--- src/rtl/basemul_ctrl_pkg.sv ---
// Shared constants, types and the Kyber basemul zeta table for the basemul controller.
// Zeta[i] is the twiddle for pair 2i; pair 2i+1 uses its negation.
package basemul_ctrl_pkg;

    localparam int unsigned KyberQ = 3329;
    localparam int unsigned NPairs = 128;
    localparam int unsigned CoefW  = 16;
    localparam int unsigned AddrW  = 7;

    typedef logic signed [CoefW-1:0] coef_t;

    typedef enum logic [1:0] {
        StIdle,
        StIssue,
        StDrain
    } state_e;

    typedef struct packed {
        coef_t a1;
        coef_t a0;
        coef_t b1;
        coef_t b0;
        coef_t zeta;
    } bm_ops_t;

    localparam logic [CoefW-1:0] Zeta [64] = '{
        16'd17,   16'd2761, 16'd583,  16'd2649, 16'd1637, 16'd723,  16'd2288, 16'd1100,
        16'd1409, 16'd2662, 16'd3281, 16'd233,  16'd756,  16'd2156, 16'd3015, 16'd3050,
        16'd1703, 16'd1651, 16'd2789, 16'd1789, 16'd1847, 16'd952,  16'd1461, 16'd2687,
        16'd939,  16'd2308, 16'd2437, 16'd2388, 16'd733,  16'd2337, 16'd268,  16'd641,
        16'd1584, 16'd2298, 16'd2037, 16'd3220, 16'd375,  16'd2549, 16'd2090, 16'd1645,
        16'd1063, 16'd319,  16'd2773, 16'd757,  16'd2099, 16'd561,  16'd2466, 16'd2594,
        16'd2804, 16'd1092, 16'd403,  16'd1026, 16'd1143, 16'd2150, 16'd2775, 16'd886,
        16'd1722, 16'd1212, 16'd1874, 16'd1029, 16'd2110, 16'd2935, 16'd885,  16'd2154
    };

endpackage

--- src/rtl/zeta_rom.sv ---
// Combinational lookup of the 64-entry basemul zeta table.
module zeta_rom
    import basemul_ctrl_pkg::*;
(
    input  logic [5:0] idx_i,
    output coef_t      zeta_o
);

    assign zeta_o = coef_t'(Zeta[idx_i]);

endmodule

--- src/rtl/basemul_ctrl.sv ---
// Sequencer for one 128-pair basemul pass: reads operand RAMs, registers basemul operands,
// and writes results back after a valid/address delay line matched to the basemul latency.
module basemul_ctrl
    import basemul_ctrl_pkg::*;
#(
    parameter int unsigned BM_LATENCY = 3
) (
    input  logic             clk_i,
    input  logic             set_i,
    input  logic             start_i,
    output logic             busy_o,
    output logic             done_o,
    output logic             rd_en_o,
    output logic [AddrW-1:0] rd_addr_o,
    input  coef_t            rd_a1_i,
    input  coef_t            rd_a0_i,
    input  coef_t            rd_b1_i,
    input  coef_t            rd_b0_i,
    output coef_t            bm_a1_o,
    output coef_t            bm_a0_o,
    output coef_t            bm_b1_o,
    output coef_t            bm_b0_o,
    output coef_t            bm_zeta_o,
    input  coef_t            bm_t1_i,
    input  coef_t            bm_t0_i,
    output logic             wr_en_o,
    output logic [AddrW-1:0] wr_addr_o,
    output coef_t            wr_t1_o,
    output coef_t            wr_t0_o
);

    // Stage 0 lines up with RAM data; the last stage lines up with basemul results.
    localparam int unsigned Depth = 2 + BM_LATENCY;

    state_e           state_q, state_d;
    logic [AddrW-1:0] cnt_q, cnt_d;
    logic             done_q, done_d;
    logic [Depth-1:0] vld_q, vld_d;
    logic [AddrW-1:0] addr_q [Depth];
    logic [AddrW-1:0] addr_d [Depth];
    bm_ops_t          bm_q, bm_d;
    coef_t            zeta_raw;
    logic             last_wr;

    zeta_rom u_zeta_rom (
        .idx_i  (addr_q[0][AddrW-1:1]),
        .zeta_o (zeta_raw)
    );

    assign rd_en_o   = (state_q == StIssue);
    assign rd_addr_o = cnt_q;
    assign busy_o    = (state_q != StIdle);
    assign done_o    = done_q;
    assign wr_en_o   = vld_q[Depth-1];
    assign wr_addr_o = addr_q[Depth-1];
    assign wr_t1_o   = bm_t1_i;
    assign wr_t0_o   = bm_t0_i;
    assign last_wr   = vld_q[Depth-1] && (addr_q[Depth-1] == AddrW'(NPairs - 1));

    assign bm_a1_o   = bm_q.a1;
    assign bm_a0_o   = bm_q.a0;
    assign bm_b1_o   = bm_q.b1;
    assign bm_b0_o   = bm_q.b0;
    assign bm_zeta_o = bm_q.zeta;

    always_comb begin
        state_d = state_q;
        cnt_d   = cnt_q;
        done_d  = 1'b0;
        unique case (state_q)
            StIdle: begin
                // The done cycle still counts as busy for start acceptance.
                if (start_i && !done_q) begin
                    state_d = StIssue;
                    cnt_d   = '0;
                end
            end
            StIssue: begin
                if (cnt_q == AddrW'(NPairs - 1)) begin
                    state_d = StDrain;
                end else begin
                    cnt_d = cnt_q + 1'b1;
                end
            end
            StDrain: begin
                if (last_wr) begin
                    state_d = StIdle;
                    done_d  = 1'b1;
                end
            end
            default: state_d = StIdle;
        endcase
    end

    always_comb begin
        vld_d     = {vld_q[Depth-2:0], rd_en_o};
        addr_d[0] = cnt_q;
        for (int i = 1; i < Depth; i++) begin
            addr_d[i] = addr_q[i-1];
        end
    end

    always_comb begin
        bm_d = bm_q;
        if (vld_q[0]) begin
            bm_d.a1   = rd_a1_i;
            bm_d.a0   = rd_a0_i;
            bm_d.b1   = rd_b1_i;
            bm_d.b0   = rd_b0_i;
            bm_d.zeta = addr_q[0][0] ? -zeta_raw : zeta_raw;
        end
    end

    always_ff @(posedge clk_i) begin
        if (set_i) begin
            state_q <= StIdle;
            cnt_q   <= '0;
            done_q  <= 1'b0;
            vld_q   <= '0;
            bm_q    <= '0;
            for (int i = 0; i < Depth; i++) begin
                addr_q[i] <= '0;
            end
        end else begin
            state_q <= state_d;
            cnt_q   <= cnt_d;
            done_q  <= done_d;
            vld_q   <= vld_d;
            bm_q    <= bm_d;
            for (int i = 0; i < Depth; i++) begin
                addr_q[i] <= addr_d[i];
            end
        end
    end

endmodule

--- config.mk ---
export PLATFORM = sky130hd
export DESIGN_NAME = basemul_ctrl
export DESIGN_NICKNAME = d
export VERILOG_FILES = /design/src/rtl/basemul_ctrl_pkg.sv /design/src/rtl/zeta_rom.sv /design/src/rtl/basemul_ctrl.sv
export SDC_FILE = /design/constraint.sdc
export NUM_CORES = 1
export LEC_CHECK = 0
export CAP_MARGIN = 20
export CORE_ASPECT_RATIO = 1.2
export CORE_UTILIZATION = 42
export CTS_BUF_LIST = sky130_fd_sc_hd__clkbuf_8
export CTS_CLUSTER_SIZE = 40
export DETAILED_ROUTE_END_ITERATION = 6
export PLACE_DENSITY = 0.79
export SYNTH_ARGS = -nofsm -noshare
export SYNTH_HDL_FRONTEND = slang
export SYNTH_HIERARCHICAL = 1
export SYNTH_SLANG_ARGS = --single-unit
--- constraint.sdc ---
create_clock -name clk_i -period 3.5 [get_ports clk_i]
set_clock_uncertainty 0.15 [all_clocks]
set_input_delay 0.7 -clock clk_i [delete_from_list [all_inputs] [get_ports clk_i]]
set_output_delay 0.7 -clock clk_i [all_outputs]
set_load 0.1 [all_outputs]
After elaboration in Yosys (flattened, before gate mapping)
Memory sizes are Yosys's and may differ from the RTL's.
Index checks and enable logic that the tools add are counted.
{"block": "classes", "mux": 19, "reduce_logical": 9, "shifts": 0, "n_eq_ne": 8, "addsub": 2, "magnitude_cmp": 1, "n_mul": 0, "div_mod_pow": 0, "bitwise": 7}
{"op": "2-to-1 mux 7 bit", "count": 7}
{"op": "2-to-1 mux 16 bit", "count": 3}
{"op": "negator 16 bit", "count": 1}
{"op": "== test 7 bit (second input constant)", "count": 2}
{"op": "one-hot mux 7 bit (2 select lines)", "count": 1}
{"op": "adder 7 x 1 -> 7 bit (second input constant)", "count": 1}
{"op": ">= comparator 7 bit (second input constant)", "count": 1}
{"op": "inverter 6 -> 7 bit", "count": 1}
{"op": "2-to-1 mux 2 bit", "count": 3}
{"op": "!= test 2 bit (second input constant)", "count": 3}
{"op": "one-hot mux 2 bit (3 select lines)", "count": 1}
{"op": "AND reduction 3 bit", "count": 2}
{"op": "bitwise OR 1 bit", "count": 5}
{"op": "2-to-1 mux 1 bit", "count": 4}
{"op": "nonzero test 2 bit", "count": 2}
{"op": "== test 2 x 1 -> 1 bit (second input constant)", "count": 1}
{"op": "== test 2 bit (second input constant)", "count": 1}
{"op": "logical AND 1 bit", "count": 2}
{"op": "logical NOT 2 bit", "count": 1}
{"op": "!= test 2 x 1 -> 1 bit (second input constant)", "count": 1}
{"op": "OR reduction 2 bit", "count": 1}
{"op": "logical NOT 1 bit", "count": 1}
{"op": "inverter 1 bit", "count": 1}
{"block": "totals", "mem_count": 2, "latchBits": 0, "mem_bits_rw": 35, "romBits": 1024, "in_bits": 99, "register_bits": 95, "out_inout_bits": 130}
{"memory": "(no name shown)", "depth": 64, "word_bits": 16, "read_ports": 1, "rd_clocked_by_memory_dff": 0, "wr": 0, "line": "zeta_rom.sv:9", "text": "assign zeta_o = coef_t'(Zeta[idx_i]);"}
{"memory": "addr_q", "depth": 5, "word_bits": 7, "read_ports": 5, "rd_clocked_by_memory_dff": 0, "wr": 5, "line": "basemul_ctrl.sv:39", "text": "logic [AddrW-1:0] addr_q [Depth];"}

Logic depth before layout (Yosys ltp)
{"block": "depth", "word_depth": 6, "ltp_mapped": 15, "mapped_depth_nobuf": 12}

By module
The synthesis kept the hierarchy.
{"mod": "basemul_ctrl", "area_per_inst_um2": 4939.7, "instances": 1, "cells_each": 491, "seq_area_each_um2": 2602.5}
{"mod": "zeta_rom", "area_per_inst_um2": 1421.4, "instances": 1, "cells_each": 209, "seq_area_each_um2": 0.0}

Worst setup path before layout
No wires, ideal clock.
{"block": "synth_timing", "path_type": "flip-flop to flip-flop", "from": "memory addr_q[0][1]", "to": "register bm_q, in the netlist bm_zeta_o[14]", "path_slack_ns": 0.034, "arrival_ns": 3.178, "stages_incl_launch_ff": 15, "setup_time_ns": 0.137, "required_time_ns": 3.213, "path_cell_list": "dfxtp_1 inv_1 ha_1 buf_1 mux2i_1 o21ai_0 a211oi_1 o21ai_1 inv_1 ha_1 or3b_2 clkbuf_1 o41ai_1 xor2_1 a211oi_1"}
{"element": "from (decl)", "line": "basemul_ctrl.sv:39"}
{"element": "to (signal assigned)", "line": "basemul_ctrl.sv:129", "text": "bm_q <= bm_d;"}
{"element": "to (decl)", "line": "basemul_ctrl.sv:41", "text": "bm_ops_t bm_q, bm_d;"}

==> results.cfg <==
[timing]
holdWs_ns = 0.280
period_share_pct = 94.7
relSlewSlack_pct = 35.3
drv_slew = 0
worst_slew_pin_slew_ns = 0.968
finalHoldViolations = 0
finalCriticalPeriod_ns = 3.31
rsz0062_at_grt = yes
setup_viol = 0
max_freq_mhz = 302

[clock_network]
cts.sinks = 130
clock_latency_ns = 0.42
hold_buffers = 0
cts_buffers = 17
tritoncts = built
clockBufferDepth = 2
htree_levels = 4
clkTransAtPathRegs_ns = 0.08
clockRootBuffer = clkbuf_8

[die]
core_area_um2 = 14600
die_h_um = 137
fp-row-count = 48
start_util_pct = 43.6
die_x_um = 114
die_area_um2 = 15600
io_pins = 229

[pwr]
swShare_pct = 30.8
p_sw_mw = 1.08
power.total_mw = 3.51
intPower_mw = 2.43
combPwrFrac_pct = 17.9
powerDensity_nw_per_um2 = 426
power_frac_clock_pct = 37.5
ir_drop_v = 0.000232
leakagePower_nw = 3.26
seqPwrFrac_pct = 44.5

[logic_synthesis]
synthAdderAreaFrac_pct = 1.97
ys_top_cells_by_area = dfxtp_1 41%, mux2i_1 11%, nor2_1 5.9%
synthMuxAreaShare_pct = 12.9
synthArstFlopShare_pct = 0
synthFlopType = dfxtp_1
synth-seq-cells = 130
synth_area_um2 = 6360
ys_types = 68
avgSynthCellArea_um2 = 9.09
synth_xor_area_share_pct = 2.20
netlist.area_leader.share_pct = 40.9
synthSimpleGateAreaFrac_pct = 17.4
netlist_instances = 700
synth_compound_area_share_pct = 14.7
synth_top_family_by_area = simple AND/OR/NAND/NOR gates
yosys.area.top_type = dfxtp_1
yosys_warnings = 6
synth-edff-count = 0
ys_seq_area_share_pct = 40.9

[min_path]
holdCritStartpoint = addr_q[0][23]
hold_class = flip-flop to flip-flop
hold_end = addr_q[0][30]
whs_path_depth = 1

[critical_path]
cpLargestDelayFamily = compound AO/OA/AOI/OAI gates
worstReg2RegStart = addr_q[0][2]
worstSetupPathType = flip-flop to flip-flop
r2r_end = bm_zeta_o[14]
cp_slowest_cell = or3b_2
crit_path_end_kind = flip-flop
start_kind = flip-flop
path_cells = inv_1 > ha_1 > nor2b_1 > o21ai_1 > o2111ai_1 > a32o_1 > inv_1 > ha_1 > or3b_2 > o41ai_1 > xor2_1 > a211oi_1
cp_max_fo = 6
cp.required_ns = 3.63
critical_path.max_stage_delay_ns = 0.53
path_buf_inv = 2
cp.arrival_ns = 3.44
rrSetupSlack_ns = 0.19
r2r_cells = 12

[global_route]
grt_use_total_pct = 21.9
grt_pass1_wl_um = 26500
grt_antenna_before_repair = 0
grt_pass1_vias = 5102
grt-ovfl-total = 0
grt_max_degree = 67

[routing]
first_pass_iters = 5
drt-total-wl_um = 17500
drc = 0
avgViaCountPerCell = 5.25
drtAntennaViolNets = 0
drt-initial-drc-count = 340
vias = 5474
wl_per_cell_um = 16.8

[finish]
finish.utilization_pct = 56.5
layoutNonFillerInstCount = 1042
final_nets = 938
n_fill_cell = 1340
layout-drive-gt1-share_pct = 22.4
num_antenna_cells = 0
area_growth_pct = 29.6

[place]
gp_congestion = 0.903
portBuffers = 164
dp_hpwl_um = 13100
place_inst = 1010

[run_status]
status = completed

[run]
maxCapViolations = 0
## worst register-to-register path: stages, from the launching register on
cell,delay (ns)
dfxtp_1,0.38
inv_1,0.12
ha_1,0.29
nor2b_1,0.19
o21ai_1,0.21
o2111ai_1,0.15
a32o_1,0.27
inv_1,0.07
ha_1,0.15
or3b_2,0.54
o41ai_1,0.40
xor2_1,0.17
a211oi_1,0.08
## synthesized netlist by cell type (all sizes together), types with 3 or more instances
master	count
o211ai	6
a21oi	23
or4	5
a31oi	5
nand2b	9
nor3	5
o21ai	24
mux2	4
nor2b	49
xor2	11
clkbuf	19
ha	10
or3	6
o221ai	6
o41ai	6
nor2	100
nand4	4
a311oi	3
o31ai	6
a211oi	18
a22oi	3
dfxtp	130
inv	13
xnor2	5
nand2	24
mux2i	73
or2	4
nor3b	4
buf	78
nand3	7
## cells in the final DEF (no fill, tap or decap), types with 5 or more instances in the layout
master	instances
nor2b_1	49
nand3_1	7
clkbuf_8	17
nand2_1	24
a31oi_1	5
nor2_1	100
ha_1	7
xnor2_1	5
o221ai_1	6
mux2i_1	73
o21ai_0	16
clkdlybuf4s50_1	68
xor2_1	11
nand2b_1	9
dfxtp_1	129
or3_1	6
a21oi_1	23
buf_4	132
inv_1	12
o211ai_1	6
a211oi_1	18
o21ai_1	8
## registers in the layout (all words and copies together), names as in the netlist
register / cells
state_q: 2
rd_addr_o: 7
bm_zeta_o: 16
bm_b1_o: 16
addr_q: 35
bm_b0_o: 16
bm_a1_o: 16
vld_q: 5
done_o: 1
bm_a0_o: 16
## logic make-up (layout without fill, tap and decap cells)
group	count (synthesis)	in the layout
AND/OR/NAND/NOR	225	225
flip-flops	130	130
AO/OA/AOI/OAI	129	129
buffers and inverters	110	249
multiplexers	79	79
XOR/XNOR	16	16
adder cells (fa/ha/maj)	10	10
other	1	4
## per-layer routing
layer	vias to the layer above	global-route usage [%]	wire [um]
met1	2552	23.7	6750
li1	2663	-	-
met4	2	9.52	480
met2	221	40.4	9020
met3	36	5.36	1270
met5	-	0	6
## power groups by stage
stage / clock, mW / combinational [mW] / sequential (mW)
floorplan: 0 / 0.335 / 1.89
global placement: 0 / 0.627 / 1.59
detailed placement: 0 / 0.630 / 1.60
CTS: 1.36 / 0.633 / 1.56
global route: 1.41 / 0.657 / 1.57
finish: 1.32 / 0.629 / 1.56
## timing repair
action                                 4_1_cts  5_1_grt
setup endpoints to repair                    1       10
buffers inserted                             0        0
gates cloned                                 0        0
endpoints found under the hold margin        0        0
gates resized for setup                      1        6
## worst max-delay path by stage
stage                            start             to  slack [ns]  cells after the start
after floorplan           addr_q[0][1]  bm_zeta_o[14]        0.03                     14
after global placement    addr_q[0][2]  bm_zeta_o[13]        0.14                     10
after detailed placement  addr_q[0][2]  bm_zeta_o[12]        0.05                     10
after CTS                 addr_q[0][2]  bm_zeta_o[10]        0.05                     10
after global routing      addr_q[0][2]  bm_zeta_o[14]       -0.04                     12
final                     addr_q[0][2]  bm_zeta_o[14]        0.19                     12
## area by class of cell
class,instances,area (um2),area share (%)
clock buffers,17,234,2.84
clock inverters,15,183,2.22
inverters,13,48.8,0.592
multi-input cells,463,3170,38.4
flip-flops and latches,130,2610,31.6
well taps,200,250,3.04
repair buffers,204,1750,21.3
## through the flow
| stage | area, um2 | setup slack (ns) | setup TNS, ns |
|---|---|---|---|
| finish | 8240 | 0.186 | 0 |
| global route | 8240 | -0.0369 | -0.0657 |
| CTS | 8220 | 0.0467 | 0 |
| detailed placement | 7800 | 0.0475 | 0 |
| global placement | 7800 | 0.144 | 0 |
| floorplan | 6370 | 0.0341 | 0 |
(Power assumes the default switching activity.)
